--- src/rtl/cfo_calc_sched_pkg.sv ---
// Shared types and default constants for the CFO calculator scheduler.
package cfo_sched_pkg;

  localparam int C_DW_DEF      = 32;
  localparam int CFO_DW_DEF    = 20;
  localparam int N_REQ_DEF     = 3;
  localparam int TIMEOUT_DEF   = 64;
  localparam int AVG_SHIFT_DEF = 3;

  typedef enum logic [1:0] {
    IDLE     = 2'd0,
    ISSUE    = 2'd1,
    WAIT_RES = 2'd2,
    DELIVER  = 2'd3
  } sched_state_e;

  // Next index after idx in a ring of n entries.
  function automatic int wrap_inc(input int idx, input int n);
    return (idx + 1 >= n) ? 0 : idx + 1;
  endfunction

endpackage

--- src/rtl/cfo_calc_sched_if.sv ---
// Requester and calculator channels of the CFO scheduler; _i/_o suffixes are seen from the scheduler.
interface cfo_calc_sched_if
  import cfo_sched_pkg::*;
#(
  parameter int C_DW   = C_DW_DEF,
  parameter int CFO_DW = CFO_DW_DEF,
  parameter int N_REQ  = N_REQ_DEF
);
  logic [N_REQ*C_DW-1:0] req_C0_i;
  logic [N_REQ*C_DW-1:0] req_C1_i;
  logic [N_REQ-1:0]      req_valid_i;
  logic [N_REQ-1:0]      req_ready_o;
  logic [C_DW-1:0]       calc_C0_o;
  logic [C_DW-1:0]       calc_C1_o;
  logic                  calc_valid_o;
  logic [CFO_DW-1:0]     calc_CFO_i;
  logic                  calc_valid_i;

  modport slave (
    input  req_C0_i, req_C1_i, req_valid_i, calc_CFO_i, calc_valid_i,
    output req_ready_o, calc_C0_o, calc_C1_o, calc_valid_o
  );

  modport master (
    output req_C0_i, req_C1_i, req_valid_i, calc_CFO_i, calc_valid_i,
    input  req_ready_o, calc_C0_o, calc_C1_o, calc_valid_o
  );
endinterface

--- src/rtl/cfo_calc_sched_arb.sv ---
// Round-robin picker: first set request bit at or after ptr_i, wrapping modulo N. Purely combinational.
module rr_arbiter #(
  parameter int  N  = 3,
  localparam int IW = $clog2(N)
) (
  input  logic [N-1:0]  req_i,
  input  logic [IW-1:0] ptr_i,
  output logic [IW-1:0] gnt_o,
  output logic          any_o
);

  // Scan a doubled index range so the wrap needs no modulo on a variable index.
  always_comb begin
    gnt_o = '0;
    any_o = 1'b0;
    for (int i = 0; i < 2 * N; i++) begin
      if (!any_o && i >= int'(ptr_i) && i < int'(ptr_i) + N && req_i[i % N]) begin
        any_o = 1'b1;
        gnt_o = IW'(i % N);
      end
    end
  end

endmodule

--- src/rtl/cfo_calc_sched.sv ---
// Shares one CFO calculator among N_REQ correlator channels; one request in flight, result 3 cycles + calc latency after capture.
// Optional per-channel CFO averaging under macro CFO_SCHED_AVG_EN; requesters are held off only by their own full slot.
module cfo_calc_sched
  import cfo_sched_pkg::*;
#(
  parameter int  C_DW      = C_DW_DEF,
  parameter int  CFO_DW    = CFO_DW_DEF,
  parameter int  N_REQ     = N_REQ_DEF,
  parameter int  TIMEOUT   = TIMEOUT_DEF,
  parameter int  AVG_SHIFT = AVG_SHIFT_DEF,
  localparam int IDW       = $clog2(N_REQ)
) (
  input  logic              clk_i,
  input  logic              reset_i,
  cfo_calc_sched_if.slave   bus,
  output logic [CFO_DW-1:0] CFO_o,
  output logic [IDW-1:0]    CFO_id_o,
  output logic              valid_o,
  output logic              timeout_o,
  output logic              busy_o
);

  localparam int              CNT_W    = $clog2(TIMEOUT);
  localparam logic [CNT_W-1:0] CNT_LAST = CNT_W'(TIMEOUT - 1);

  if (N_REQ < 2 || N_REQ > 8 || AVG_SHIFT < 0 || AVG_SHIFT >= CFO_DW) begin : g_cfg_bad
    $error("cfo_calc_sched: unsupported N_REQ/AVG_SHIFT");
  end

  sched_state_e      state_q, state_d;
  logic [N_REQ-1:0]  full_q;
  logic [C_DW-1:0]   c0_q [N_REQ];
  logic [C_DW-1:0]   c1_q [N_REQ];
  logic [IDW-1:0]    rr_ptr_q, grant_q, arb_idx;
  logic              arb_any;
  logic [CNT_W-1:0]  cnt_q;
  logic [CFO_DW-1:0] res_q, dlv_cfo;
  logic [C_DW-1:0]   calc_c0_q, calc_c1_q;
  logic              valid_q, timeout_q, expire;
  logic [CFO_DW-1:0] cfo_q;
  logic [IDW-1:0]    id_q;

  rr_arbiter #(.N(N_REQ)) u_arb (
    .req_i (full_q),
    .ptr_i (rr_ptr_q),
    .gnt_o (arb_idx),
    .any_o (arb_any)
  );

  always_ff @(posedge clk_i) begin
    if (reset_i) state_q <= IDLE;
    else         state_q <= state_d;
  end

  // A result arriving in the expiry cycle wins over the timeout.
  always_comb begin
    state_d = state_q;
    expire  = 1'b0;
    case (state_q)
      IDLE:     if (arb_any) state_d = ISSUE;
      ISSUE:    state_d = WAIT_RES;
      WAIT_RES: begin
        if (bus.calc_valid_i) begin
          state_d = DELIVER;
        end else if (cnt_q == CNT_LAST) begin
          state_d = IDLE;
          expire  = 1'b1;
        end
      end
      DELIVER:  state_d = IDLE;
      default:  state_d = IDLE;
    endcase
  end

  always_ff @(posedge clk_i) begin
    if (reset_i) begin
      full_q    <= '0;
      rr_ptr_q  <= '0;
      grant_q   <= '0;
      cnt_q     <= '0;
      res_q     <= '0;
      calc_c0_q <= '0;
      calc_c1_q <= '0;
      valid_q   <= 1'b0;
      timeout_q <= 1'b0;
      cfo_q     <= '0;
      id_q      <= '0;
    end else begin
      valid_q   <= 1'b0;
      timeout_q <= 1'b0;
      for (int k = 0; k < N_REQ; k++) begin
        if (bus.req_valid_i[k] && !full_q[k]) begin
          full_q[k] <= 1'b1;
          c0_q[k]   <= bus.req_C0_i[k*C_DW +: C_DW];
          c1_q[k]   <= bus.req_C1_i[k*C_DW +: C_DW];
        end
      end
      if (state_q == IDLE && arb_any) begin
        grant_q   <= arb_idx;
        calc_c0_q <= c0_q[arb_idx];
        calc_c1_q <= c1_q[arb_idx];
      end
      if (state_q == ISSUE)         cnt_q <= '0;
      else if (state_q == WAIT_RES) cnt_q <= cnt_q + 1'b1;
      if (state_q == WAIT_RES && bus.calc_valid_i) res_q <= bus.calc_CFO_i;
      // The granted slot is always full, so this never collides with a capture.
      if (expire || state_q == DELIVER) begin
        full_q[grant_q] <= 1'b0;
        rr_ptr_q        <= IDW'(wrap_inc(int'(grant_q), N_REQ));
      end
      if (expire) timeout_q <= 1'b1;
      if (state_q == DELIVER) begin
        valid_q <= 1'b1;
        id_q    <= grant_q;
        cfo_q   <= dlv_cfo;
      end
    end
  end

`ifdef CFO_SCHED_AVG_EN
  logic signed [CFO_DW-1:0] avg_q [N_REQ];
  logic signed [CFO_DW-1:0] avg_cur, avg_diff;

  // Difference wraps in CFO_DW bits so averaging across the +-pi seam stays on the short arc.
  always_comb begin
    avg_cur  = avg_q[grant_q];
    avg_diff = res_q - avg_cur;
    dlv_cfo  = avg_cur + (avg_diff >>> AVG_SHIFT);
  end

  always_ff @(posedge clk_i) begin
    if (reset_i) begin
      for (int k = 0; k < N_REQ; k++) avg_q[k] <= '0;
    end else if (state_q == DELIVER) begin
      avg_q[grant_q] <= dlv_cfo;
    end
  end
`else
  assign dlv_cfo = res_q;
`endif

  assign bus.req_ready_o  = ~full_q;
  assign bus.calc_valid_o = (state_q == ISSUE);
  assign bus.calc_C0_o    = calc_c0_q;
  assign bus.calc_C1_o    = calc_c1_q;
  assign CFO_o            = cfo_q;
  assign CFO_id_o         = id_q;
  assign valid_o          = valid_q;
  assign timeout_o        = timeout_q;
  assign busy_o           = (state_q != IDLE);

endmodule

--- src/flat_wrapper.sv ---
// flat-port wrapper written by rule: the top's interface ports become plain ports
module cfo_calc_sched_flat import cfo_sched_pkg::*;
#(
  parameter int  C_DW      = C_DW_DEF,
  parameter int  CFO_DW    = CFO_DW_DEF,
  parameter int  N_REQ     = N_REQ_DEF,
  parameter int  TIMEOUT   = TIMEOUT_DEF,
  parameter int  AVG_SHIFT = AVG_SHIFT_DEF,
  localparam int IDW       = $clog2(N_REQ)
)
  (clk_i, reset_i, CFO_o, CFO_id_o, valid_o, timeout_o, busy_o, bus_req_C0_i, bus_req_C1_i, bus_req_valid_i, bus_calc_CFO_i, bus_calc_valid_i, bus_req_ready_o, bus_calc_C0_o, bus_calc_C1_o, bus_calc_valid_o);
  cfo_calc_sched_if #(.C_DW(C_DW), .CFO_DW(CFO_DW), .N_REQ(N_REQ)) bus_i ();
  input  logic clk_i;
  input  logic reset_i;
  output logic [CFO_DW-1:0] CFO_o;
  output logic [IDW-1:0] CFO_id_o;
  output logic valid_o;
  output logic timeout_o;
  output logic busy_o;
  input wire logic [$bits(bus_i.req_C0_i)-1:0] bus_req_C0_i;
  input wire logic [$bits(bus_i.req_C1_i)-1:0] bus_req_C1_i;
  input wire logic [$bits(bus_i.req_valid_i)-1:0] bus_req_valid_i;
  input wire logic [$bits(bus_i.calc_CFO_i)-1:0] bus_calc_CFO_i;
  input wire logic [$bits(bus_i.calc_valid_i)-1:0] bus_calc_valid_i;
  output wire logic [$bits(bus_i.req_ready_o)-1:0] bus_req_ready_o;
  output wire logic [$bits(bus_i.calc_C0_o)-1:0] bus_calc_C0_o;
  output wire logic [$bits(bus_i.calc_C1_o)-1:0] bus_calc_C1_o;
  output wire logic [$bits(bus_i.calc_valid_o)-1:0] bus_calc_valid_o;
  assign bus_i.req_C0_i = bus_req_C0_i;
  assign bus_i.req_C1_i = bus_req_C1_i;
  assign bus_i.req_valid_i = bus_req_valid_i;
  assign bus_i.calc_CFO_i = bus_calc_CFO_i;
  assign bus_i.calc_valid_i = bus_calc_valid_i;
  assign bus_req_ready_o = bus_i.req_ready_o;
  assign bus_calc_C0_o = bus_i.calc_C0_o;
  assign bus_calc_C1_o = bus_i.calc_C1_o;
  assign bus_calc_valid_o = bus_i.calc_valid_o;
  cfo_calc_sched #(.C_DW(C_DW), .CFO_DW(CFO_DW), .N_REQ(N_REQ), .TIMEOUT(TIMEOUT), .AVG_SHIFT(AVG_SHIFT)) u_core (.clk_i(clk_i), .reset_i(reset_i), .bus(bus_i), .CFO_o(CFO_o), .CFO_id_o(CFO_id_o), .valid_o(valid_o), .timeout_o(timeout_o), .busy_o(busy_o));
endmodule
--- config.mk ---
export PLATFORM = sky130hd
export DESIGN_NAME = cfo_calc_sched_flat
export DESIGN_NICKNAME = d
export VERILOG_FILES = /design/src/rtl/cfo_calc_sched_pkg.sv /design/src/rtl/cfo_calc_sched_if.sv /design/src/rtl/cfo_calc_sched_arb.sv /design/src/rtl/cfo_calc_sched.sv /design/src/flat_wrapper.sv
export SDC_FILE = /design/constraint.sdc
export NUM_CORES = 1
export LEC_CHECK = 0
export ABC_AREA = 1
export ABC_CLOCK_PERIOD_IN_PS = 5330
export BUFFER_PORTS_ARGS = -buffer_cell sky130_fd_sc_hd__buf_2
export CELL_PAD_IN_SITES_DETAIL_PLACEMENT = 0
export CELL_PAD_IN_SITES_GLOBAL_PLACEMENT = 1
export CORE_ASPECT_RATIO = 1.5
export CORE_UTILIZATION = 40
export CTS_BUF_LIST = sky130_fd_sc_hd__clkbuf_8
export CTS_CLUSTER_SIZE = 24
export DETAILED_ROUTE_END_ITERATION = 12
export GPL_TIMING_DRIVEN = 1
export PLACE_DENSITY_LB_ADDON = 0.1
export SYNTH_ARGS = -nofsm -noshare
export SYNTH_HDL_FRONTEND = slang
export SYNTH_HIERARCHICAL = 1
export SYNTH_SLANG_ARGS = --single-unit
--- constraint.sdc ---
create_clock -name clk_i -period 5.33 [get_ports clk_i]
set_input_delay 0.2665 -clock clk_i [delete_from_list [all_inputs] [get_ports clk_i]]
set_output_delay 0.2665 -clock clk_i [all_outputs]
set_load 0.02 [all_outputs]
==> impl_results.md, run 1 <==
* Resized Gates After CTS at 0
* Fmax at 269 MHz
* Post-DP HPWL at 19,000 microns
* P_leak at 6.79 nW
* Final setup vio count at 0
* CP Launch Type: flop
* Worst Hold Class: in2reg
* Period utilization at 0.698
* CP Max Fanout at 70
* Average vias per placed instance at 4.87
* Setup Crit Path Kind: reg2reg
* Layout Utilization at 0.582
* Vias in the first global route at 9,608
* Worst-Margin Slew at 1.25 ns
* Min Hold Slack at 0.198 ns
* Post-CTS Setup Bufs at 0
* Endpoint type of the worst setup path: flop
* Crit path time final at 3.72 ns
* Total power per unit cell area at 350 mW/mm^2
* Relative slew margins at 0.164
* WP data required at 5.82 ns
* Yosys warning total at 6
* Place WS at 1.61 ns
* WL/cell at 17.3 microns
* FP Rows at 75
* Worst Path Arrival at 4.21 ns
* Crit-path max cell delay at 1.24 ns
* RSZ-0062 raised after global routing: no
* CP cell instances: inv_1 > ha_1 > o21ai_1 > nand2_1 > nand3_1 > nand3_4 > inv_2 > o21ai_0 > a21oi_1
* Area delta synth->final at 41.8%
* Post-synthesis cell type count at 29
* Die Wd at 141 microns
* I/O pins at 311
* Die area at 0.0296 sq mm
* Total power at 5.73 mW
* Chip Height at 210 microns
* CTS sink count at 315
* Maxcap violations at 0
* Largest net degree at the start of global routing at 94
* Number of routed nets with antenna violations at 0
* Fillers at 2,428
* Worst Setup Slack, final at 1.61 ns
* Root Buffer: clkbuf_8
* Final Hold Viols at 0
* Worst Skew at 0.0188 ns
* Via count at 9,262
* Grt total ovfl at 0
* Core area at 0.0282 sq mm
* H-tree depth at 2
* Initial antenna violation count at 2
* Syn avg cell area at 11.6 sq um
* Gr usage total at 0.225
* Nets@finish at 1,739
* CP max-delay cell: inv_2
* Post-Syn Nets at 1,219
* Setup TNS at 0 ns
* Critical path buffer and inverter count at 2
* Clock Path Buffers at 3
* Status: complete, no violations
* Flops & latches, synth at 315
* Post-Synthesis Cell Area at 0.0116 sq mm
* DRT iter0 DRCs at 434
* Clock transition at path regs at 0.06 ns
* Drt first pass iters at 5
* First-pass GRT wire length at 51,000 microns
* Final Wtd Congestion at 0.772
* Share of post-route cells with drive strength above 1 at 0.253
* Skew-Pair Late Insertion Delay at 0.58 ns
* Maximum vdd drop at 240 uV
* Sequential share of the synthesized area at 0.712
* Final slew viol count at 0
* Num CTS Buffers at 49
* Post-Syn Instances at 995
* Initial Util at 0.411
* Crit path max-delay family: buffers and inverters
* PortBufs at 310
* WL final at 33,000 microns
* CTS tree: yes
* DRC at 0
## placed cells by master, fill, tap and decap left out, drive strengths merged
cell / count
buf: 317
dlygate4sd3: 215
edfxtp: 192
a21oi: 163
dfxtp: 123
inv: 120
nand2: 111
o21ai: 96
o211ai: 64
clkbuf: 57
nor2: 55
nand3: 26
ha: 6
diode: 2
clkinv: 2
nor3b: 2
nor3: 2
a31oi: 1
a211oi: 1
nand4: 1
nand3b: 1
## Yosys cell counts, drive strengths merged
| cell type | n | area, sq um |
|---|---|---|
| nor3 | 2 | 15.0 |
| buf | 36 | 210 |
| a21oi | 163 | 816 |
| edfxtp | 192 | 5770 |
| o211ai | 64 | 480 |
| nand3 | 26 | 143 |
| o21ai | 96 | 480 |
| dfxtp | 123 | 2460 |
| ha | 6 | 75.1 |
| nand4 | 1 | 6.26 |
| a31oi | 1 | 6.26 |
| nand3b | 1 | 7.51 |
| nor3b | 2 | 15.0 |
| a211oi | 1 | 7.51 |
| nand2 | 111 | 424 |
| nor2 | 55 | 216 |
| clkbuf | 27 | 103 |
| inv | 88 | 330 |
## sequential cells by signal (all words and copies together), names as in the netlist
name and count:
u_core/bus.calc_C0_o 32, u_core/full_q 3, u_core/timeout_o 1, u_core/c1_q 96, u_core/state_q 2, u_core/CFO_id_o 2, u_core/dlv_cfo 20, u_core/c0_q 96
u_core/rr_ptr_q 2, u_core/valid_o 1, u_core/grant_q 2, u_core/CFO_o 20, u_core/cnt_q 6, u_core/bus.calc_C1_o 32
## final timing paths
kind                         endpoint  depth (start not counted)  slack (ns)               start
min                 u_core/dlv_cfo[6]                          3        0.20    bus_calc_valid_i
min reg2reg          u_core/CFO_o[18]                          2        0.45  u_core/dlv_cfo[18]
max reg2reg  u_core/bus.calc_C0_o[19]                          9        1.61  u_core/rr_ptr_q[1]
max          u_core/bus.calc_C0_o[19]                          9        1.61  u_core/rr_ptr_q[1]
## cells by family (layout without fill, tap and decap cells)
logic type,Yosys count,count (layout),synth area share
AND/OR/NAND/NOR,198,198,0.0715
adder cells (fa/ha/maj),6,6,0.00649
AO/OA/AOI/OAI,325,325,0.155
flip-flops,315,315,0.712
buffers and inverters,151,711,0.0556
other,0,2,0
## per-stage QoR
stage / cells / area [sq um]
after floorplan: 995 / 11600
after global placement: 1595 / 13300
after detailed placement: 1595 / 13300
after CTS: 1901 / 16400
after global routing: 1903 / 16400
final: 1903 / 16400
## routing by layer
layer | GRT usage | share of wire | vias to the layer above
met5 | 0 | 0 | -
met4 | 0.102 | 0.037 | 0
met2 | 0.399 | 0.50 | 308
li1 | - | - | 4547
met3 | 0.0445 | 0.052 | 74
met1 | 0.260 | 0.41 | 4333
## tightest hold or removal path: stages
cell	delay (ns)
buf_2	0.24
nand3_1	0.14
a21oi_1	0.06
## power by group
| part | leakage, nW | internal [mW] | switching [mW] | total, mW |
|---|---|---|---|---|
| sequential | 2.79 | 2.77 | 0.0831 | 2.86 |
| clock | 0.587 | 0.971 | 0.921 | 1.89 |
| combinational | 3.42 | 0.376 | 0.607 | 0.983 |
## final cells by class
type                            instances  area (sq um)  share of cell area
Antenna cell                            2          5.00            0.000305
Clock buffer                           57           785              0.0478
Clock inverter                         34           135             0.00824
Inverter                               88           330              0.0201
Multi-Input combinational cell        529          2730               0.166
Sequential cell                       315          8230               0.502
Tap cell                              346           433              0.0264
Timing Repair Buffer                  532          3760               0.229
## timing repair
item	CTS	global route
endpoints found under the hold margin	215	0
hold buffers	215	0
endpoints found under the setup margin	0	0
Note: power is estimated with default switching activity, not from simulation.
==> run 2: changes to the inputs <==
--- a/config.mk
+++ b/config.mk
@@ -6,7 +6,7 @@
 export NUM_CORES = 1
 export LEC_CHECK = 0
 export ABC_AREA = 1
-export ABC_CLOCK_PERIOD_IN_PS = 5330
+export ABC_CLOCK_PERIOD_IN_PS = 3500
 export BUFFER_PORTS_ARGS = -buffer_cell sky130_fd_sc_hd__buf_2
 export CELL_PAD_IN_SITES_DETAIL_PLACEMENT = 0
 export CELL_PAD_IN_SITES_GLOBAL_PLACEMENT = 1
==> constraint.sdc (replaced) <==
create_clock -name clk_i -period 3.5 [get_ports clk_i]
set_input_delay 0.175 -clock clk_i [delete_from_list [all_inputs] [get_ports clk_i]]
set_output_delay 0.175 -clock clk_i [all_outputs]
set_load 0.02 [all_outputs]
==> run 2 against run 1 <==
  * Utilization rose by 0.47 points
  * Sequential share of layout area is 0.40 points lower
  * Clock skew down 0.0062 ns
  * Via count unchanged
  * Power is 54% higher
  * Fmax increased by 54%
  * Routed wire length is 1.1% higher
  * Combinational power grew 56%
  * Global-route usage up 0.21 points
  * Sequential cell count is the same
  * Largest cell class unchanged
  * Largest power group unchanged
==> impl_results.md, run 2 (synthesized netlist as in run 1, its figures left out) <==
* Initial antenna violation count at 4
* PortBufs at 310
* Initial Util at 0.411
* Status: complete, no violations
* Total power at 8.81 mW
* Drt first pass iters at 5
* Final Hold Viols at 0
* Worst Path Arrival at 2.91 ns
* Most common cell after layout, fill and taps aside: buf_2
* Via count at 9,262
* Endpoint type of the worst setup path: flop
* Nets@finish at 1,744
* GR met1 Demand/Resource at 0.245
* Die Wd at 141 microns
* Regs by FF count: u_core/c0_q (96), u_core/c1_q (96)
* WP data required at 3.99 ns
* Placed cells at 1,601
* P_sw at 2.47 mW
* Post-CTS Setup Bufs at 0
* RSZ-0062 raised after global routing: no
* Setup Crit Path Kind: reg2reg
* Fillers at 2,449
* Final non-filler cell total at 1,908
* Final slew viol count at 0
* Clk pwr share at 0.332
* Chip Height at 210 microns
* Comb pwr share at 0.174
* Maxcap violations at 0
* Average vias per placed instance at 4.85
* Share of post-route cells with drive strength above 1 at 0.259
* FP Rows at 75
* Skew-Pair Late Insertion Delay at 0.57 ns
* Final Wtd Congestion at 0.814
* Crit path time final at 2.42 ns
* Largest net degree at the start of global routing at 94
* Worst Hold Class: in2reg
* Worst Setup Slack, final at 1.08 ns
* Fmax at 413 MHz
* Root Buffer: clkbuf_8
* Period utilization at 0.692
* Num CTS Buffers at 48
* Worst-Margin Slew at 0.978 ns
* Gr usage total at 0.227
* Critical path buffer and inverter count at 3
* CP Max Fanout at 39
* Post-DP HPWL at 20,100 microns
* First-pass GRT wire length at 51,100 microns
* Relative slew margins at 0.348
* Clock Path Buffers at 3
* Min Hold Slack at 0.0856 ns
* Crit path max-delay family: buffers and inverters
* Core area at 0.0282 sq mm
* I/O pins at 311
* Internal at 6.34 mW
* CP max-delay cell: dfxtp_1
* Maximum vdd drop at 375 uV
* Met2 usage at 0.412
* Final setup vio count at 0
* Total power per unit cell area at 533 mW/mm^2
* Die area at 0.0296 sq mm
* WL final at 33,400 microns
* CTS sink count at 315
* Setup TNS at 0 ns
* DRT iter0 DRCs at 376
* DRC at 0
* Fin area at 0.0165 sq mm
* Placement Cell Area at 0.0134 sq mm
* Most frequent cells in the layout: buf_2, dlygate4sd3_1, edfxtp_1, a21oi_1, dfxtp_1
* H-tree depth at 2
* Grt total ovfl at 0
* Met3 GRT Util at 0.0509
* CP Launch Type: flop
* GRT Max-Usage Layer: met2
* P_leak at 6.82 nW
* CTS tree: yes
* Number of routed nets with antenna violations at 0
* Seq pwr share at 0.494
* Crit-path max cell delay at 0.42 ns
* Vias in the first global route at 9,669
* WL/cell at 17.5 microns
* Area delta synth->final at 42.9%
* Worst Skew at 0.0126 ns
* Layout Utilization at 0.587
* Clock transition at path regs at 0.06 ns
* Net Sw Frac at 0.280
* Place WS at 1.09 ns
* CP cell instances: inv_1 > ha_1 > o21ai_1 > nand2_1 > nand3_1 > nand3_4 > inv_2 > buf_12 > o21ai_0 > a21oi_1
## run 2: cell types whose count changed in the layout (fill, tap and decap cells not counted)
cell      delta
clkinv_1     +4
clkinv_2     +3
clkbuf_8     +2
inv_1       -11
inv_6        -1
diode_2      +2
buf_12       +6
## run 2: what timing repair did
action,in CTS,in global routing
endpoints found under the hold margin,215,0
gates resized for setup,0,0
hold buffers,215,0
## run 2: layout make-up
| cell class | count | area [sq um] | share of cell area |
|---|---|---|---|
| multi-input cells | 529 | 2730 | 0.165 |
| clock buffers | 59 | 812 | 0.0491 |
| inverters | 88 | 330 | 0.0200 |
| flip-flops and latches | 315 | 8230 | 0.498 |
| clock inverters | 29 | 115 | 0.00696 |
| well taps | 346 | 433 | 0.0262 |
| diodes | 4 | 10.0 | 0.000606 |
| repair buffers | 538 | 3880 | 0.235 |
## run 2: worst paths after layout
path,to,start,slack (ns),depth (start not counted)
max reg2reg,u_core/bus.calc_C0_o[10],u_core/rr_ptr_q[0],1.08,10
max,u_core/bus.calc_C0_o[10],u_core/rr_ptr_q[0],1.08,10
min reg2reg,u_core/dlv_cfo[11],u_core/dlv_cfo[11],0.46,2
min,u_core/dlv_cfo[6],bus_calc_valid_i,0.09,3
## run 2: power by group through the flow
stage          Combinational (mW)  Sequential (mW)  Clock (mW)
2_1_floorplan               0.615             4.60           0
3_3_place_gp                 1.33             4.42           0
3_5_place_dp                 1.35             4.42           0
4_1_cts                      1.54             4.35        3.00
5_1_grt                      1.67             4.37        3.17
6_report                     1.53             4.35        2.93
## run 2: worst min-delay path, stage by stage
cell and delay [ns]:
buf_2 0.23, nand3_1 0.13, a21oi_1 0.06
## run 2: routing by layer
layer / wire length [microns] / vias up / share of wire
met4: 1350 / 0 / 0.041
met3: 1960 / 92 / 0.059
met2: 17200 / 328 / 0.52
met1: 12800 / 4288 / 0.38
met5: 0 / - / 0
li1: - / 4554 / -
==> run 3: changes to the inputs <==
--- a/config.mk
+++ b/config.mk
@@ -6,12 +6,12 @@
 export NUM_CORES = 1
 export LEC_CHECK = 0
 export ABC_AREA = 1
-export ABC_CLOCK_PERIOD_IN_PS = 3500
+export ABC_CLOCK_PERIOD_IN_PS = 2130
 export BUFFER_PORTS_ARGS = -buffer_cell sky130_fd_sc_hd__buf_2
 export CELL_PAD_IN_SITES_DETAIL_PLACEMENT = 0
 export CELL_PAD_IN_SITES_GLOBAL_PLACEMENT = 1
 export CORE_ASPECT_RATIO = 1.5
-export CORE_UTILIZATION = 40
+export CORE_UTILIZATION = 38
 export CTS_BUF_LIST = sky130_fd_sc_hd__clkbuf_8
 export CTS_CLUSTER_SIZE = 24
 export DETAILED_ROUTE_END_ITERATION = 12
==> constraint.sdc (replaced) <==
create_clock -name clk_i -period 2.13 [get_ports clk_i]
set_input_delay 0.1065 -clock clk_i [delete_from_list [all_inputs] [get_ports clk_i]]
set_output_delay 0.1065 -clock clk_i [all_outputs]
set_load 0.02 [all_outputs]
==> run 3 against run 2 <==
  * Clock power up 65%
  * Critical path depth down 1
  * Combinational power increased by 77%
  * Routed wire length increased by 5.8%
==> impl_results.md, run 3 (synthesized netlist as in run 1, its figures left out) <==
* CP Max Fanout at 24
* Worst-Margin Slew at 0.538 ns
* Drt first pass iters at 6
* Initial antenna violation count at 4
* Root Buffer: clkbuf_8
* RSZ-0062 raised after global routing: no
* Setup TNS at 0 ns
* Clock Path Buffers at 3
* CTS tree: yes
* Fmax at 515 MHz
* Number of routed nets with antenna violations at 0
* Worst Skew at 0.0247 ns
* Average vias per placed instance at 4.72
* DRC at 0
* Period utilization at 0.911
* PortBufs at 310
* Endpoint type of the worst setup path: flop
* Final slew viol count at 0
* CP Launch Type: flop
* Die Wd at 144 microns
* Status: complete, no violations
* Worst Setup Slack, final at 0.189 ns
* Final Wtd Congestion at 0.768
* Share of post-route cells with drive strength above 1 at 0.265
* Vias in the first global route at 9,808
* Core area at 0.0297 sq mm
* Via count at 9,410
* Skew-Pair Late Insertion Delay at 0.59 ns
* Gr usage total at 0.227
* CP cell instances: inv_1 > ha_1 > o21ai_1 > nand2_2 > nand4_1 > nand2_2 > buf_4 > a21oi_1 > a21oi_1
* Total power per unit cell area at 859 mW/mm^2
* Final setup vio count at 0
* Crit path time final at 1.94 ns
* WL/cell at 17.7 microns
* Grt total ovfl at 0
* Regs by FF count: u_core/c0_q (96), u_core/c1_q (96)
* Relative slew margins at 0.641
* Setup Crit Path Kind: reg2reg
* Largest net degree at the start of global routing at 65
* Reg-to-reg slack, setup at 0.19 ns
* Crit-path max cell delay at 0.36 ns
* First-pass GRT wire length at 52,800 microns
* Post-DP HPWL at 20,900 microns
* Chip Height at 216 microns
* Maximum vdd drop at 681 uV
* Die area at 0.0311 sq mm
* Nets@finish at 1,781
* Final Hold Viols at 0
* Most common cell after layout, fill and taps aside: buf_2
* I/O pins at 311
* WL final at 35,300 microns
* Place WS at 0.0452 ns
* DRT iter0 DRCs at 418
* Num CTS Buffers at 48
* Worst Path Arrival at 2.43 ns
* Most frequent cells in the layout: buf_2, dlygate4sd3_1, edfxtp_1, a21oi_1, dfxtp_1
* Initial Util at 0.390
* Maxcap violations at 0
* Worst Hold Class: in2reg
* H-tree depth at 2
* CP max-delay cell: dfxtp_2
* Clock transition at path regs at 0.06 ns
* CTS sink count at 315
* P_leak at 6.99 nW
* Area delta synth->final at 47.6%
* WP data required at 2.62 ns
* FP Rows at 77
==> run 3: changes by cell type in the layout (fill, tap and decap cells not counted), sizes merged <==
cell	delta
clkinv	-2
dlygate4sd3	+18
inv	+1
buf	+16
clkbuf	+4
==> run 3: stage by stage <==
stage	hold slack (ns)	util	total power, mW	cell area [sq um]	cells
floorplan	0.205	-	8.57	11600	995
global placement	0.283	0.461	9.55	13700	1663
detailed placement	0.285	0.461	9.56	13700	1663
CTS	0.00166	0.571	14.7	16900	1984
global route	0.0519	0.575	15.4	17100	1994
finish	0.0524	0.575	14.7	17100	1994
==> run 3: path summary, 6_finish.rpt <==
path | start | end | cells after the start
hold / removal | bus_calc_valid_i | u_core/dlv_cfo[17] | 3
setup reg to reg | u_core/rr_ptr_q[1] | u_core/bus.calc_C1_o[22] | 9
hold reg to reg | u_core/dlv_cfo[9] | u_core/dlv_cfo[9] | 2
setup / recovery | u_core/rr_ptr_q[1] | u_core/bus.calc_C1_o[22] | 9
==> run 3: worst max-delay path: cells and delay by family, from the launching register on <==
kind | cells | cell delay (ns)
flip-flops | 1 | 0.36
adder cells (fa/ha/maj) | 1 | 0.27
buffers and inverters | 2 | 0.44
AND/OR/NAND/NOR | 3 | 0.42
AO/OA/AOI/OAI | 3 | 0.35
==> run 3: routing by layer <==
metal / up-vias / track usage / wire [microns]
met5: - / 0 / 0
met4: 0 / 0.108 / 1420
met3: 86 / 0.0519 / 1920
met2: 286 / 0.411 / 18400
met1: 4402 / 0.243 / 13500
li1: 4636 / - / -
==> run 3: area by class of cell <==
type                       count  area, sq um
tap                          395          494
clock inverter                28          105
timing repair buffer         575         4330
inverter                      88          338
sequential                   315         8230
clock buffer                  60          826
multi-input combinational    529         2730
antenna                        4         10.0
fill                        2595        12600
==> run 3: power breakdown <==
part | leakage (nW) | switching (mW) | total (mW) | internal (mW)
logic | 3.65 | 1.60 | 2.71 | 1.10
clock network | 0.554 | 2.30 | 4.82 | 2.52
registers | 2.79 | 0.191 | 7.13 | 6.94
total | 6.99 | 4.09 | 14.7 | 10.6
==> run 3: timing repair <==
| item | in CTS | in global routing |
|---|---|---|
| endpoints found under the setup margin | 0 | 66 |
| buffers inserted | 0 | 3 |
| hold buffers | 233 | 0 |
| hold endpoints to repair | 222 | 0 |
| resized for setup | 0 | 9 |
